**config.mk**
```make
export PLATFORM = sky130hd
export DESIGN_NAME = mem_access_stage_flat
export DESIGN_NICKNAME = d
export VERILOG_FILES = /design/src/rtl/mem_access_stage_pkg.sv /design/src/rtl/mem_access_stage_if.sv /design/src/rtl/mem_access_stage_align.sv /design/src/rtl/mem_access_stage.sv /design/src/flat_wrapper.sv
export SDC_FILE = /design/constraint.sdc
export NUM_CORES = 1
export LEC_CHECK = 0
export BUFFER_PORTS_ARGS = -buffer_cell sky130_fd_sc_hd__buf_2
export CAP_MARGIN = 5
export CORE_MARGIN = 2
export CORE_UTILIZATION = 46
export DETAILED_ROUTE_END_ITERATION = 8
export PLACE_DENSITY = 0.77
export SLEW_MARGIN = 20
export SYNTH_ARGS = -nofsm -noshare
export SYNTH_HDL_FRONTEND = slang
export SYNTH_SLANG_ARGS = --single-unit
```
**constraint.sdc**
```tcl
create_clock -name clk -period 1.9 [get_ports clk]
set_input_delay 0 -clock clk [delete_from_list [all_inputs] [get_ports clk]]
set_output_delay 0 -clock clk [all_outputs]
set_load 0.05 [all_outputs]
```
**src/rtl/mem_access_stage_pkg.sv**
```systemverilog
// mem_stage_pkg: FSM states, funct3 codes and access-size/strobe helpers for the MEM stage
package mem_stage_pkg;
   typedef enum logic [1:0] {IDLE, BUSY, DONE} state_t;
   localparam logic [2:0] F3_B  = 3'b000;
   localparam logic [2:0] F3_H  = 3'b001;
   localparam logic [2:0] F3_W  = 3'b010;
   localparam logic [2:0] F3_D  = 3'b011;
   localparam logic [2:0] F3_BU = 3'b100;
   localparam logic [2:0] F3_HU = 3'b101;
   localparam logic [2:0] F3_WU = 3'b110;
   localparam logic [1:0] SZ_B = 2'd0;
   localparam logic [1:0] SZ_H = 2'd1;
   localparam logic [1:0] SZ_W = 2'd2;
   localparam logic [1:0] SZ_D = 2'd3;
   function automatic logic [1:0] size_of(input logic [2:0] f3, input logic st);
      return (f3 == F3_D || f3 == 3'b111 || (st && f3[2])) ? SZ_D :
             (f3 == F3_B || f3 == F3_BU) ? SZ_B :
             (f3 == F3_H || f3 == F3_HU) ? SZ_H :
             (f3 == F3_W || f3 == F3_WU) ? SZ_W : SZ_D;
   endfunction
   function automatic logic [2:0] align_mask(input logic [1:0] sz);
      return sz == SZ_B ? 3'b111 : sz == SZ_H ? 3'b110 : sz == SZ_W ? 3'b100 : 3'b000;
   endfunction
   function automatic logic [7:0] strobe(input logic [1:0] sz, input logic [2:0] a);
      return sz == SZ_B ? 8'h01 << a : sz == SZ_H ? 8'h03 << a : sz == SZ_W ? 8'h0F << a : 8'hFF;
   endfunction
endpackage

```
**src/rtl/mem_access_stage_if.sv**
```systemverilog
// mem_bus_if: request/acknowledge data-memory bus between the MEM stage and memory
interface mem_bus_if #(parameter int XLEN = 64);
   logic            mem_req;
   logic            mem_we;
   logic [XLEN-1:0] mem_addr;
   logic [XLEN-1:0] mem_wdata;
   logic [7:0]      mem_wstrb;
   logic            mem_ack;
   logic [XLEN-1:0] mem_rdata;
   modport master (output mem_req, mem_we, mem_addr, mem_wdata, mem_wstrb, input mem_ack, mem_rdata);
   modport slave (input mem_req, mem_we, mem_addr, mem_wdata, mem_wstrb, output mem_ack, mem_rdata);
endinterface

```
**src/rtl/mem_access_stage_align.sv**
```systemverilog
// load_align_ext: shifts the addressed byte lane of a doubleword down and sign/zero-extends it
module load_align_ext
   import mem_stage_pkg::*;
#(
   parameter int XLEN = 64
) (
   input  logic [XLEN-1:0] rdata_i,
   input  logic [2:0]      a_i,
   input  logic [2:0]      funct3_i,
   output logic [XLEN-1:0] data_o
);
   logic [XLEN-1:0] sh;
   logic [1:0]      sz;
   logic            sg;
   // Bring the lane to bit 0, then extend according to size and signedness
   always_comb begin
      sh = rdata_i >> {a_i, 3'b000};
      sz = size_of(funct3_i, 1'b0);
      sg = funct3_i inside {F3_B, F3_H, F3_W};
      data_o = sz == SZ_B ? {{(XLEN-8){sg & sh[7]}}, sh[7:0]} :
               sz == SZ_H ? {{(XLEN-16){sg & sh[15]}}, sh[15:0]} :
               sz == SZ_W ? {{(XLEN-32){sg & sh[31]}}, sh[31:0]} : sh;
   end
endmodule

```
**src/rtl/mem_access_stage.sv**
```systemverilog
// mem_access_stage: MEM-stage load/store unit with bus timeout; MISALIGN_TRAP_EN traps misaligned accesses
module mem_access_stage
   import mem_stage_pkg::*;
#(
   parameter int XLEN           = 64,
   parameter int TIMEOUT_CYCLES = 255,
   parameter int TO_W           = $clog2(TIMEOUT_CYCLES + 1)
) (
   input  logic            clk,
   input  logic            reset,
   input  logic            EX_MEM_MemRead,
   input  logic            EX_MEM_MemWrite,
   input  logic [2:0]      EX_MEM_Funct3,
   input  logic [XLEN-1:0] EX_MEM_ALU_Result,
   input  logic [XLEN-1:0] EX_MEM_WriteData,
   mem_bus_if.master       bus,
   output logic [XLEN-1:0] ReadData,
   output logic            mem_stall,
   output logic            bus_error,
   output logic            misaligned_fault
);
   localparam logic [TO_W-1:0] TO_LAST = TO_W'(TIMEOUT_CYCLES - 1);
   state_t          state_q, state_d;
   logic [TO_W-1:0] cnt_q;
   logic            req_q, we_q, ld_q, err_q, fault_q;
   logic [XLEN-1:0] addr_q, wdata_q, read_q, ld_data;
   logic [7:0]      wstrb_q;
   logic [2:0]      a_q, f3_q, a_raw, a_al;
   logic [1:0]      sz;
   logic            access, st, mis, to;
   assign access = EX_MEM_MemRead | EX_MEM_MemWrite;
   assign st     = EX_MEM_MemWrite;
   assign sz     = size_of(EX_MEM_Funct3, st);
   assign a_raw  = EX_MEM_ALU_Result[2:0];
   assign a_al   = a_raw & align_mask(sz);
   assign to     = cnt_q == TO_LAST;
`ifdef MISALIGN_TRAP_EN
   assign mis = a_al != a_raw;
`else
   assign mis = 1'b0;
`endif
   load_align_ext #(.XLEN(XLEN)) u_align (
      .rdata_i  (bus.mem_rdata),
      .a_i      (a_q),
      .funct3_i (f3_q),
      .data_o   (ld_data)
   );
   // State register
   always_ff @(posedge clk or negedge reset) begin
      if (!reset) state_q <= IDLE;
      else state_q <= state_d;
   end
   // Next state: issue or trap from IDLE, finish BUSY on ack or timeout, DONE always returns to IDLE
   always_comb begin
      state_d = state_q == IDLE ? (access ? (mis ? DONE : BUSY) : IDLE) :
                state_q == BUSY ? ((bus.mem_ack || to) ? DONE : BUSY) : IDLE;
   end
   // Stall upstream while an access is being issued or is in flight; released during reset
   always_comb begin
      mem_stall = reset && (state_q == BUSY || (state_q == IDLE && access));
   end
   // Bus request, captured access attributes, timeout counter and load result
   always_ff @(posedge clk or negedge reset) begin
      if (!reset) begin
         cnt_q   <= '0;
         req_q   <= 1'b0;
         we_q    <= 1'b0;
         ld_q    <= 1'b0;
         err_q   <= 1'b0;
         fault_q <= 1'b0;
         addr_q  <= '0;
         wdata_q <= '0;
         wstrb_q <= '0;
         read_q  <= '0;
         a_q     <= '0;
         f3_q    <= '0;
      end else begin
         err_q   <= 1'b0;
         fault_q <= 1'b0;
         if (state_q == IDLE && access) begin
            if (mis) begin
               fault_q <= 1'b1;
               read_q  <= '0;
            end else begin
               req_q   <= 1'b1;
               we_q    <= st;
               addr_q  <= {EX_MEM_ALU_Result[XLEN-1:3], 3'b000};
               wdata_q <= EX_MEM_WriteData << {a_al, 3'b000};
               wstrb_q <= strobe(sz, a_al);
               a_q     <= a_al;
               f3_q    <= EX_MEM_Funct3;
               ld_q    <= !st;
            end
         end else if (state_q == BUSY) begin
            cnt_q <= cnt_q + TO_W'(1);
            if (bus.mem_ack || to) begin
               req_q <= 1'b0;
               we_q  <= 1'b0;
            end
            if (bus.mem_ack && ld_q) read_q <= ld_data;
            else if (!bus.mem_ack && to) begin
               read_q <= '0;
               err_q  <= 1'b1;
            end
         end else if (state_q == DONE) cnt_q <= '0;
      end
   end
   assign bus.mem_req       = req_q;
   assign bus.mem_we        = we_q;
   assign bus.mem_addr      = addr_q;
   assign bus.mem_wdata     = wdata_q;
   assign bus.mem_wstrb     = wstrb_q;
   assign ReadData          = read_q;
   assign bus_error         = err_q;
   assign misaligned_fault  = fault_q;
endmodule

```
**src/flat_wrapper.sv**
```systemverilog
// flat-port wrapper written by rule: the top's interface ports become plain ports
module mem_access_stage_flat import mem_stage_pkg::*;
#(
   parameter int XLEN           = 64,
   parameter int TIMEOUT_CYCLES = 255,
   parameter int TO_W           = $clog2(TIMEOUT_CYCLES + 1)
)
  (clk, reset, EX_MEM_MemRead, EX_MEM_MemWrite, EX_MEM_Funct3, EX_MEM_ALU_Result, EX_MEM_WriteData, ReadData, mem_stall, bus_error, misaligned_fault, bus_mem_req, bus_mem_we, bus_mem_addr, bus_mem_wdata, bus_mem_wstrb, bus_mem_ack, bus_mem_rdata);
  mem_bus_if #(.XLEN(XLEN)) bus_i ();
  input  logic clk;
  input  logic reset;
  input  logic EX_MEM_MemRead;
  input  logic EX_MEM_MemWrite;
  input  logic [2:0] EX_MEM_Funct3;
  input  logic [XLEN-1:0] EX_MEM_ALU_Result;
  input  logic [XLEN-1:0] EX_MEM_WriteData;
  output logic [XLEN-1:0] ReadData;
  output logic mem_stall;
  output logic bus_error;
  output logic misaligned_fault;
  output wire logic [$bits(bus_i.mem_req)-1:0] bus_mem_req;
  output wire logic [$bits(bus_i.mem_we)-1:0] bus_mem_we;
  output wire logic [$bits(bus_i.mem_addr)-1:0] bus_mem_addr;
  output wire logic [$bits(bus_i.mem_wdata)-1:0] bus_mem_wdata;
  output wire logic [$bits(bus_i.mem_wstrb)-1:0] bus_mem_wstrb;
  input wire logic [$bits(bus_i.mem_ack)-1:0] bus_mem_ack;
  input wire logic [$bits(bus_i.mem_rdata)-1:0] bus_mem_rdata;
  assign bus_mem_req = bus_i.mem_req;
  assign bus_mem_we = bus_i.mem_we;
  assign bus_mem_addr = bus_i.mem_addr;
  assign bus_mem_wdata = bus_i.mem_wdata;
  assign bus_mem_wstrb = bus_i.mem_wstrb;
  assign bus_i.mem_ack = bus_mem_ack;
  assign bus_i.mem_rdata = bus_mem_rdata;
  mem_access_stage #(.XLEN(XLEN), .TIMEOUT_CYCLES(TIMEOUT_CYCLES), .TO_W(TO_W)) u_core (.clk(clk), .reset(reset), .EX_MEM_MemRead(EX_MEM_MemRead), .EX_MEM_MemWrite(EX_MEM_MemWrite), .EX_MEM_Funct3(EX_MEM_Funct3), .EX_MEM_ALU_Result(EX_MEM_ALU_Result), .EX_MEM_WriteData(EX_MEM_WriteData), .bus(bus_i), .ReadData(ReadData), .mem_stall(mem_stall), .bus_error(bus_error), .misaligned_fault(misaligned_fault));
endmodule
```
==> qor.yml, run 1 <==
synth_area_leader_cell: "dfrtp_1"
grt_usage: 0.349
cts_tree: "built"
ys_warn_count: 0
max_freq_mhz: 477
required_ns: 2.37
cp_max_fo: 7
pre_cts_slack_ns: -0.239
wl_per_cell_um: 22.5
via_per_inst: 5.98
vias: 12932
synth_top_area_frac: 0.463
fillers: 1921
grt_pass1_vias: 12788
worstSetupPathType: "flip-flop to flip-flop"
violations: "setup timing"
synth_common_cells: "336 x nand2_1, 217 x dfrtp_1, 82 x nor2_1"
cts_root_buf: "clkbuf_16"
gp_congestion: 1.01
r2r_start: "u_core.a_q[0]"
fin_util: 0.679
placed_area_mm2: 0.0147
dieArea_mm2: 0.0268
outcome: "finished with violations"
final_nets: 2021
cp-startpoint: "u_core.a_q[0]"
critPathLaunchType: "flip-flop"
async_flop_share: 1.00
cts_inserted_buffers: 25
globalRouteOverflowTotal: 0
min_period_ns: 2.10
fin_crit_sh: 1.10
maxCapViolCount: 0
dp_hpwl_um: 32700
fin_skew_ns: 0.0343
drv_slew: 0
hold_path_class: "input pin to flip-flop"
synth_seq_cells: 217
clkLatencyLatePin_ns: 0.56
die_x_um: 164
ant_nets: 0
avgSynthCellArea_um2: 9.31
wl_um: 48700
antenna_cells: 0
synth_edf_count: 0
finish.instance_area_mm2: 0.0170
grt_max_degree: 101
synth.area.top_cells: "dfrtp_1 46%, nand2_1 11%, mux2i_1 6.1%"
core-area_mm2: 0.0251
crit_arrival_ns: 2.57
rsz0062_at_grt: "yes"
drc_errors: 0
drt-initial-drc-count: 1490
post-route-worst-setup-slack_ns: -0.196
synth_most_common_cell: "nand2_1"
cts_sinks: 217
start_util: 0.467
hp-start: "EX_MEM_WriteData[54]"
synth-seq-area-share: 0.463
num_rows: 58
die_y_um: 164
dr.pass1.iters: 6
ys_types: 52
layout-drive-gt1-share: 0.348
worstMarginPinSlew_ns: 0.610
ios: 405
p_leak_nw: 8.43
antenna_found_initial: 5
io_buffers: 400
syn-cell-area_mm2: 0.0117
area_growth_pct: 45.2
htree_levels: 1
peakVddDrop_mv: 1.61
endpoint_kind: "flip-flop"
power.density_mw_per_mm2: 1900
grt_pass1_wl_um: 72300
hold_violations: 0
synth_top_flop_cell: "dfrtp_1"
cts_buffer_depth: 3
syn_inst: 1260
slew_headroom: 0.592
setup_viol: 55
path_clk_slew_ns: 0.07
worst paths after layout:
kind                                             to  slack, ns  cells past startpoint
min in group asynchronous           u_core.cnt_q[2]       0.05                      3
hold reg to reg             u_core.bus.mem_addr[52]       0.47                      2
setup reg to reg                u_core.ReadData[19]      -0.20                      8
setup / recovery                u_core.ReadData[19]      -0.20                      8
hold / removal             u_core.bus.mem_wdata[62]       0.02                      4
max in group asynchronous   u_core.bus.mem_addr[41]       1.31                      3
repair_timing:
| action | 4_1_cts | 5_1_grt |
|---|---|---|
| buffers inserted | 6 | 4 |
| setup endpoints to repair | 61 | 77 |
| endpoints found under the hold margin | 361 | 0 |
| hold buffers | 115 | 0 |
| cloned | 3 | 1 |
| pin swaps | 9 | 2 |
| gates resized for setup | 25 | 16 |
layer usage:
layer  track usage  routed length [um]  up-vias
li1              -                   -     5616
met1         0.420               17500     6183
met2         0.582               23100      919
met3        0.0760                4990      206
met4         0.198                3100        8
met5             0                  37        -
kinds of logic after synthesis:
logic type / share of synthesized area
adders and majority gates: 0.00853
buffers and inverters: 0.0459
AOI/OAI and AO/OA: 0.192
xor gates and xnor gates: 0.00149
other: 0.000320
and+or+nand+nor: 0.174
muxes: 0.114
DFF: 0.463
per-stage QoR:
stage	hold WS, ns	setup TNS, ns	cells	total power [mW]
2_1_floorplan	-0.296	0	1263	20.5
3_3_place_gp	-0.106	-4.90	1988	25.8
3_5_place_dp	-0.103	-9.00	1988	26.0
4_1_cts	0.000159	-7.09	2157	31.8
5_1_grt	0.0420	-11.76	2162	33.8
6_report	0.0158	-7.66	2162	32.4
placed cells by master, fill, tap and decap left out, types with 4 or more instances in the layout:
master	count
a211oi_1	23
a21oi_1	30
a221o_1	28
a221oi_1	15
a22o_1	58
a31oi_1	15
a32o_1	8
and3_1	30
buf_12	16
buf_2	399
buf_4	86
buf_6	7
clkbuf_16	26
clkinv_4	5
conb_1	4
dfrtp_1	216
dlygate4sd3_1	114
ha_1	7
inv_1	11
inv_6	4
mux2_2	23
mux2i_1	70
mux4_2	16
nand2_1	336
nand2b_1	6
nand3_1	16
nor2_1	79
nor2_2	4
o211ai_1	23
o21a_1	4
o21ai_0	52
o21ai_1	13
o221a_2	8
o2bb2ai_1	8
critical path, stage by stage (launching register included):
cell and delay, ns:
dfrtp_2 0.44, buf_4 0.15, mux2i_4 0.18, a222oi_1 0.32
buf_4 0.19, a32oi_4 0.13, or2_1 0.29, buf_6 0.16
o21ai_0 0.16
area by class of cell:
class                      count  area (um2)  area share
timing repair buffer         629        4350       0.255
tap                          330         413      0.0242
multi-input combinational    927        5930       0.348
inverter                      13        48.8     0.00286
sequential                   217        5430       0.319
clock inverter                17         211      0.0124
clock buffer                  29         661      0.0388
registers in the layout, indices dropped and copies added (netlist names):
register and count:
u_core.bus_error 1, u_core.bus.mem_req 1, u_core.ReadData 64, u_core.ld_q 1, u_core.bus.mem_addr 61, u_core.bus.mem_wstrb 8, u_core.cnt_q 8, u_core.a_q 3
u_core.state_q 2, u_core.bus.mem_we 1, u_core.bus.mem_wdata 64, u_core.f3_q 3
power by group:
group / switching (mW) / internal, mW
registers: 1.46 / 6.75
clock network: 2.19 / 2.97
logic: 13.5 / 5.57
(Power assumes the default switching activity.)
==> run 2, diff against run 1 <==
--- a/config.mk
+++ b/config.mk
@@ -7,6 +7,7 @@
 export LEC_CHECK = 0
 export BUFFER_PORTS_ARGS = -buffer_cell sky130_fd_sc_hd__buf_2
 export CAP_MARGIN = 5
+export CORE_ASPECT_RATIO = 1.4
 export CORE_MARGIN = 2
 export CORE_UTILIZATION = 46
 export DETAILED_ROUTE_END_ITERATION = 8
==> run 2 against run 1 <==
  * The flow still finishes with violations (setup timing)
  * Clock skew down 0.021 ns
  * Design area decreased by 0.73%
  * Clock-buffer cell count increased by 3
  * Clock power fell by 10%
  * Sequential share of layout area is 0.24 points higher
  * Critical path type unchanged
  * Largest cell class unchanged
  * Highest routed layer is now met4
==> qor.yml, run 2 (same netlist as run 1, synthesis figures left out) <==
outcome: "finished with violations"
violations: "setup timing"
r2r_start: "u_core.a_q[0]"
wl_per_cell_um: 22.0
endpoint_kind: "flip-flop"
placed_area_mm2: 0.0148
cts_root_buf: "clkbuf_16"
rsz0062_at_grt: "yes"
finish.instance_area_mm2: 0.0169
p_int_mw: 15.0
fin_skew_ns: 0.0135
critical-path-top-delay-family: "compound AO/OA/AOI/OAI gates"
gp_congestion: 0.965
layout_commonest_cell: "buf_2"
cts_buffer_depth: 3
dp_hpwl_um: 32900
setup_viol: 56
dr.pass1.iters: 6
clkLatencyLatePin_ns: 0.54
critPathLaunchType: "flip-flop"
io_buffers: 400
multi_input_area_mm2: 0.00594
start_util: 0.466
post-route-worst-setup-slack_ns: -0.143
slowest_delay_ns: 0.48
seqPwrFrac: 0.257
drc_errors: 0
fillers: 1937
path_cells: "mux2_2, nand2b_1, a311oi_2, nor3_4, buf_12, a221o_1"
power.density_mw_per_mm2: 1890
ios: 405
htree_levels: 1
cp.depth: 6
core-area_mm2: 0.0252
drv_slew: 0
p_sw_mw: 17.0
worstSetupPathType: "flip-flop to flip-flop"
peakVddDrop_mv: 1.86
grt_pass1_wl_um: 71100
fin_crit_sh: 1.08
required_ns: 2.31
hp-start: "EX_MEM_MemRead"
holdPathStages: 4
final-seq-area_mm2: 0.00543
cts_inserted_buffers: 24
ant_nets: 0
crit_arrival_ns: 2.45
path_buf_inv: 1
hold_violations: 0
area_growth_pct: 44.2
grt_usage: 0.337
path_clk_slew_ns: 0.06
globalRouteOverflowTotal: 0
via_per_inst: 5.93
antenna_found_initial: 3
die_x_um: 139
maxCapViolCount: 0
grt_pass1_vias: 12965
dieArea_mm2: 0.0268
final_cell_mix: "398 x buf_2, 336 x nand2_1, 215 x dfrtp_1, 106 x dlygate4sd3_1, 103 x buf_4"
cp-startpoint: "u_core.a_q[0]"
p_sw_frac: 0.531
grt_max_degree: 81
cp_slowest_cell: "dfrtp_2"
max_freq_mhz: 489
num_rows: 69
fin_tns_setup_ns: -4.59
wl_um: 47400
hold_path_class: "input pin to flip-flop"
power.total_mw: 32.0
cts_sinks: 217
die_y_um: 193
drt-initial-drc-count: 974
instances_no_fill: 2152
clkPwrFrac: 0.144
vias: 12771
min_period_ns: 2.04
final_nets: 2024
placed_cells: 1991
cts_tree: "built"
combPwrFrac: 0.598
p_leak_nw: 8.40
cp_max_fo: 30
reg2regPathDepth: 6
layout-drive-gt1-share: 0.354
[run 2: cell types whose count changed in the layout (fill, tap and decap cells not counted), moves of 3 or more]
cell and change:
buf_4 +17, dlygate4sd3_1 -8, clkinv_4 -4, diode_2 +3
o21ai_2 +4, o21ai_0 -3, inv_6 -4
[run 2: layout make-up]
cell class,count,area share
antenna,3,0.000444
clock inverter,8,0.00555
clock buffer,32,0.0396
tap,319,0.0236
inverter,13,0.00288
sequential,217,0.321
multi-input combinational,927,0.351
timing repair buffer,633,0.256
[run 2: what timing repair did]
item / CTS / global route
gates resized for setup: 25 / 15
pin swaps: 14 / 6
buffers inserted: 4 / 5
endpoints found under the setup margin: 56 / 74
endpoints found under the hold margin: 354 / 0
hold buffers: 107 / 0
gates cloned: 3 / 0
[run 2: worst paths after layout]
path	endpoint	slack, ns
min in group asynchronous	u_core.ReadData[21]	0.04
min reg2reg	u_core.bus.mem_req	0.47
min	u_core.f3_q[2]	0.02
max	u_core.ReadData[43]	-0.14
max reg2reg	u_core.ReadData[43]	-0.14
max in group asynchronous	u_core.bus.mem_wdata[31]	1.39
[run 2: per-layer routing]
metal | vias to the layer above | GRT usage | wire [um]
li1 | 5615 | - | -
met3 | 207 | 0.0667 | 3960
met1 | 6132 | 0.382 | 16600
met4 | 0 | 0.221 | 3460
met5 | - | 0 | 0
met2 | 817 | 0.582 | 23400
[run 2: metrics by stage]
step / hold slack, ns / setup slack, ns / utilization
2_1_floorplan: -0.296 / 0.00460 / -
3_3_place_gp: -0.116 / -0.164 / 0.586
3_5_place_dp: -0.112 / -0.144 / 0.586
4_1_cts: 0.000998 / -0.139 / 0.667
5_1_grt: 0.00408 / -0.227 / 0.671
6_report: 0.0184 / -0.143 / 0.671
[run 2: worst register-to-register path, cell delays in order, from the launching register on]
cell and delay [ns]:
dfrtp_2 0.48, mux2_2 0.39, nand2b_1 0.17, a311oi_2 0.30, nor3_4 0.08, buf_12 0.17, a221o_1 0.34
[run 2: power groups by stage]
stage,Clock [mW],Combinational (mW),Sequential [mW]
floorplan,0,5.69,14.9
global placement,0,17.8,8.11
detailed placement,0,18.1,8.16
CTS,4.68,18.8,8.14
global route,4.87,20.1,8.43
finish,4.62,19.1,8.24
==> run 3, diff against run 2 <==
--- a/config.mk
+++ b/config.mk
@@ -7,11 +7,10 @@
 export LEC_CHECK = 0
 export BUFFER_PORTS_ARGS = -buffer_cell sky130_fd_sc_hd__buf_2
 export CAP_MARGIN = 5
-export CORE_ASPECT_RATIO = 1.4
 export CORE_MARGIN = 2
-export CORE_UTILIZATION = 46
+export CORE_UTILIZATION = 51
 export DETAILED_ROUTE_END_ITERATION = 8
-export PLACE_DENSITY = 0.77
+export PLACE_DENSITY = 0.81
 export SLEW_MARGIN = 20
 export SYNTH_ARGS = -nofsm -noshare
 export SYNTH_HDL_FRONTEND = slang
==> constraint.sdc (replaced) <==
create_clock -name clk -period 2.28 [get_ports clk]
set_input_delay 0 -clock clk [delete_from_list [all_inputs] [get_ports clk]]
set_output_delay 0 -clock clk [all_outputs]
set_load 0.05 [all_outputs]
==> run 3 against run 2 <==
  * The run now ends clean
  * Clock-buffer cell count is 2 lower
  * Sequential cell count stayed put
  * Die area down 9.6%
  * Clock skew is 0.018 ns higher
  * Global-route usage rose by 3.6 points
  * Power decreased by 20%
  * Sequential share of layout area increased by 1.9 points
  * Final cell count fell by 5.3%
  * Utilization up 3.4 points
  * Maximum frequency is 6.7% lower
  * Worst setup slack gained 0.23 ns
  * Wire length down 2.9%
  * Critical path type unchanged
  * Critical endpoint is now u_core.ReadData[50]
  * Largest cell class unchanged
  * Largest power group unchanged
  * Highest routed layer unchanged
==> qor.yml, run 3 (same netlist as run 1, synthesis figures left out) <==
fin_util: 0.706
p_leak_nw: 7.90
fin_crit_sh: 0.961
crit_arrival_ns: 2.58
hold_violations: 0
cp_max_fo: 32
hold_path_class: "input pin to flip-flop"
grt_pass1_vias: 12541
endpoint_kind: "flip-flop"
pre_cts_slack_ns: 0.0392
via_per_inst: 6.16
instances_no_fill: 2039
path_clk_slew_ns: 0.06
drc_errors: 0
power.total_mw: 25.7
globalRouteOverflowTotal: 0
max_freq_mhz: 456
setup_viol: 0
post-route-worst-setup-slack_ns: 0.0892
antenna_found_initial: 4
required_ns: 2.67
layout-drive-gt1-share: 0.320
seqPwrFrac: 0.267
p_int_mw: 11.8
core-area_mm2: 0.0226
worstMarginPinSlew_ns: 0.756
placed_area_mm2: 0.0141
die_y_um: 156
fin_tns_setup_ns: 0
r2r_slack_ns: 0.09
critPathLaunchType: "flip-flop"
clkLatencyLatePin_ns: 0.54
final_cell_mix: "399 x buf_2, 336 x nand2_1, 216 x dfrtp_1, 97 x dlygate4sd3_1, 80 x nor2_1"
outcome: "complete, no violations"
slowest_delay_ns: 0.53
gp_congestion: 1.01
cts_sinks: 217
ios: 405
wl_per_cell_um: 22.6
placed_cells: 1891
htree_levels: 1
finish.instance_area_mm2: 0.0160
clkPwrFrac: 0.156
grt_usage: 0.373
cts_buffer_depth: 3
critical-path-top-delay-family: "compound AO/OA/AOI/OAI gates"
area_growth_pct: 36.1
layout_commonest_cell: "buf_2"
peakVddDrop_mv: 1.29
wl_um: 46100
hold_ws_ns: 0.0123
final_nets: 1939
fin_skew_ns: 0.0311
num_rows: 55
path_cells: "mux2i_1, a222oi_1, buf_4, a32oi_2, nor3_4, buf_12, a221o_1"
cts_inserted_buffers: 25
cts_root_buf: "clkbuf_16"
io_buffers: 400
die_x_um: 156
dp_hpwl_um: 31300
cp_slowest_cell: "dfrtp_2"
vias: 12567
dr.pass1.iters: 5
path_buf_inv: 2
maxCapViolCount: 0
combPwrFrac: 0.577
drt-initial-drc-count: 1327
cts_tree: "built"
slew_headroom: 0.495
start_util: 0.518
dieArea_mm2: 0.0242
p_sw_mw: 13.9
min_period_ns: 2.19
grt_pass1_wl_um: 70400
grt_max_degree: 116
p_sw_frac: 0.542
ant_nets: 0
power.density_mw_per_mm2: 1610
drv_slew: 0
worstSetupPathType: "flip-flop to flip-flop"
-- run 3: cell count changes in the layout (fill, tap and decap cells not counted), moves of 3 or more --
| cell | previous run | this run |
|---|---|---|
| o21ai_0 | 49 | 56 |
| mux2i_1 | 69 | 72 |
| buf_6 | 6 | 1 |
| clkinvlp_4 | 1 | 5 |
| inv_6 | 0 | 3 |
| clkbuf_1 | 4 | 1 |
| buf_4 | 103 | 41 |
| buf_12 | 14 | 7 |
| bufbuf_16 | 3 | 0 |
| dlygate4sd3_1 | 106 | 97 |
| o21ai_2 | 6 | 0 |
-- run 3: tightest hold or removal path, delay by kind of cell --
kind	cells	cell delay, ns
AO/OA/AOI/OAI	2	0.23
multiplexers	1	0.08
AND/OR/NAND/NOR	1	0.07
buffers and inverters	1	0.09
-- run 3: path summary, 6_finish.rpt --
| path | start | end | cells after the start |
|---|---|---|---|
| max | u_core.a_q[0] | u_core.ReadData[50] | 7 |
| min | bus_mem_rdata[31] | u_core.ReadData[23] | 5 |
| max reg2reg | u_core.a_q[0] | u_core.ReadData[50] | 7 |
| min reg2reg | u_core.bus.mem_req | u_core.bus.mem_req | 2 |
| max in group asynchronous | reset | u_core.bus.mem_wdata[46] | 3 |
| min in group asynchronous | reset | u_core.ReadData[60] | 2 |
-- run 3: final cells by class --
| cell class | instances | area, um2 |
|---|---|---|
| flip-flops and latches | 217 | 5430 |
| repair buffers | 547 | 3470 |
| inverters | 13 | 48.8 |
| well taps | 285 | 357 |
| multi-input cells | 927 | 5830 |
| diodes | 4 | 10.0 |
| clock buffers | 30 | 684 |
| fillers | 1660 | 6670 |
| clock inverters | 16 | 140 |
-- run 3: metal layers --
layer / track usage / wire length [um]
met1: 0.447 / 15900
met2: 0.605 / 21700
met3: 0.0908 / 5180
met4: 0.238 / 3230
met5: 0 / 0
-- run 3: power by group through the flow --
stage          registers, mW  clock network, mW  logic (mW)
6_report                6.88               4.01        14.8
5_1_grt                 7.02               4.20        15.6
4_1_cts                 6.75               4.04        14.5
3_5_place_dp            6.77                  0        14.3
3_3_place_gp            6.74                  0        14.2
2_1_floorplan           12.4                  0        4.71
-- run 3: timing repair --
action                                  in CTS  in global routing
endpoints found under the setup margin       0                 30
hold endpoints to repair                   322                  0
resized for setup                            0                  7
hold buffers                                97                  0
buffers inserted                             0                  1
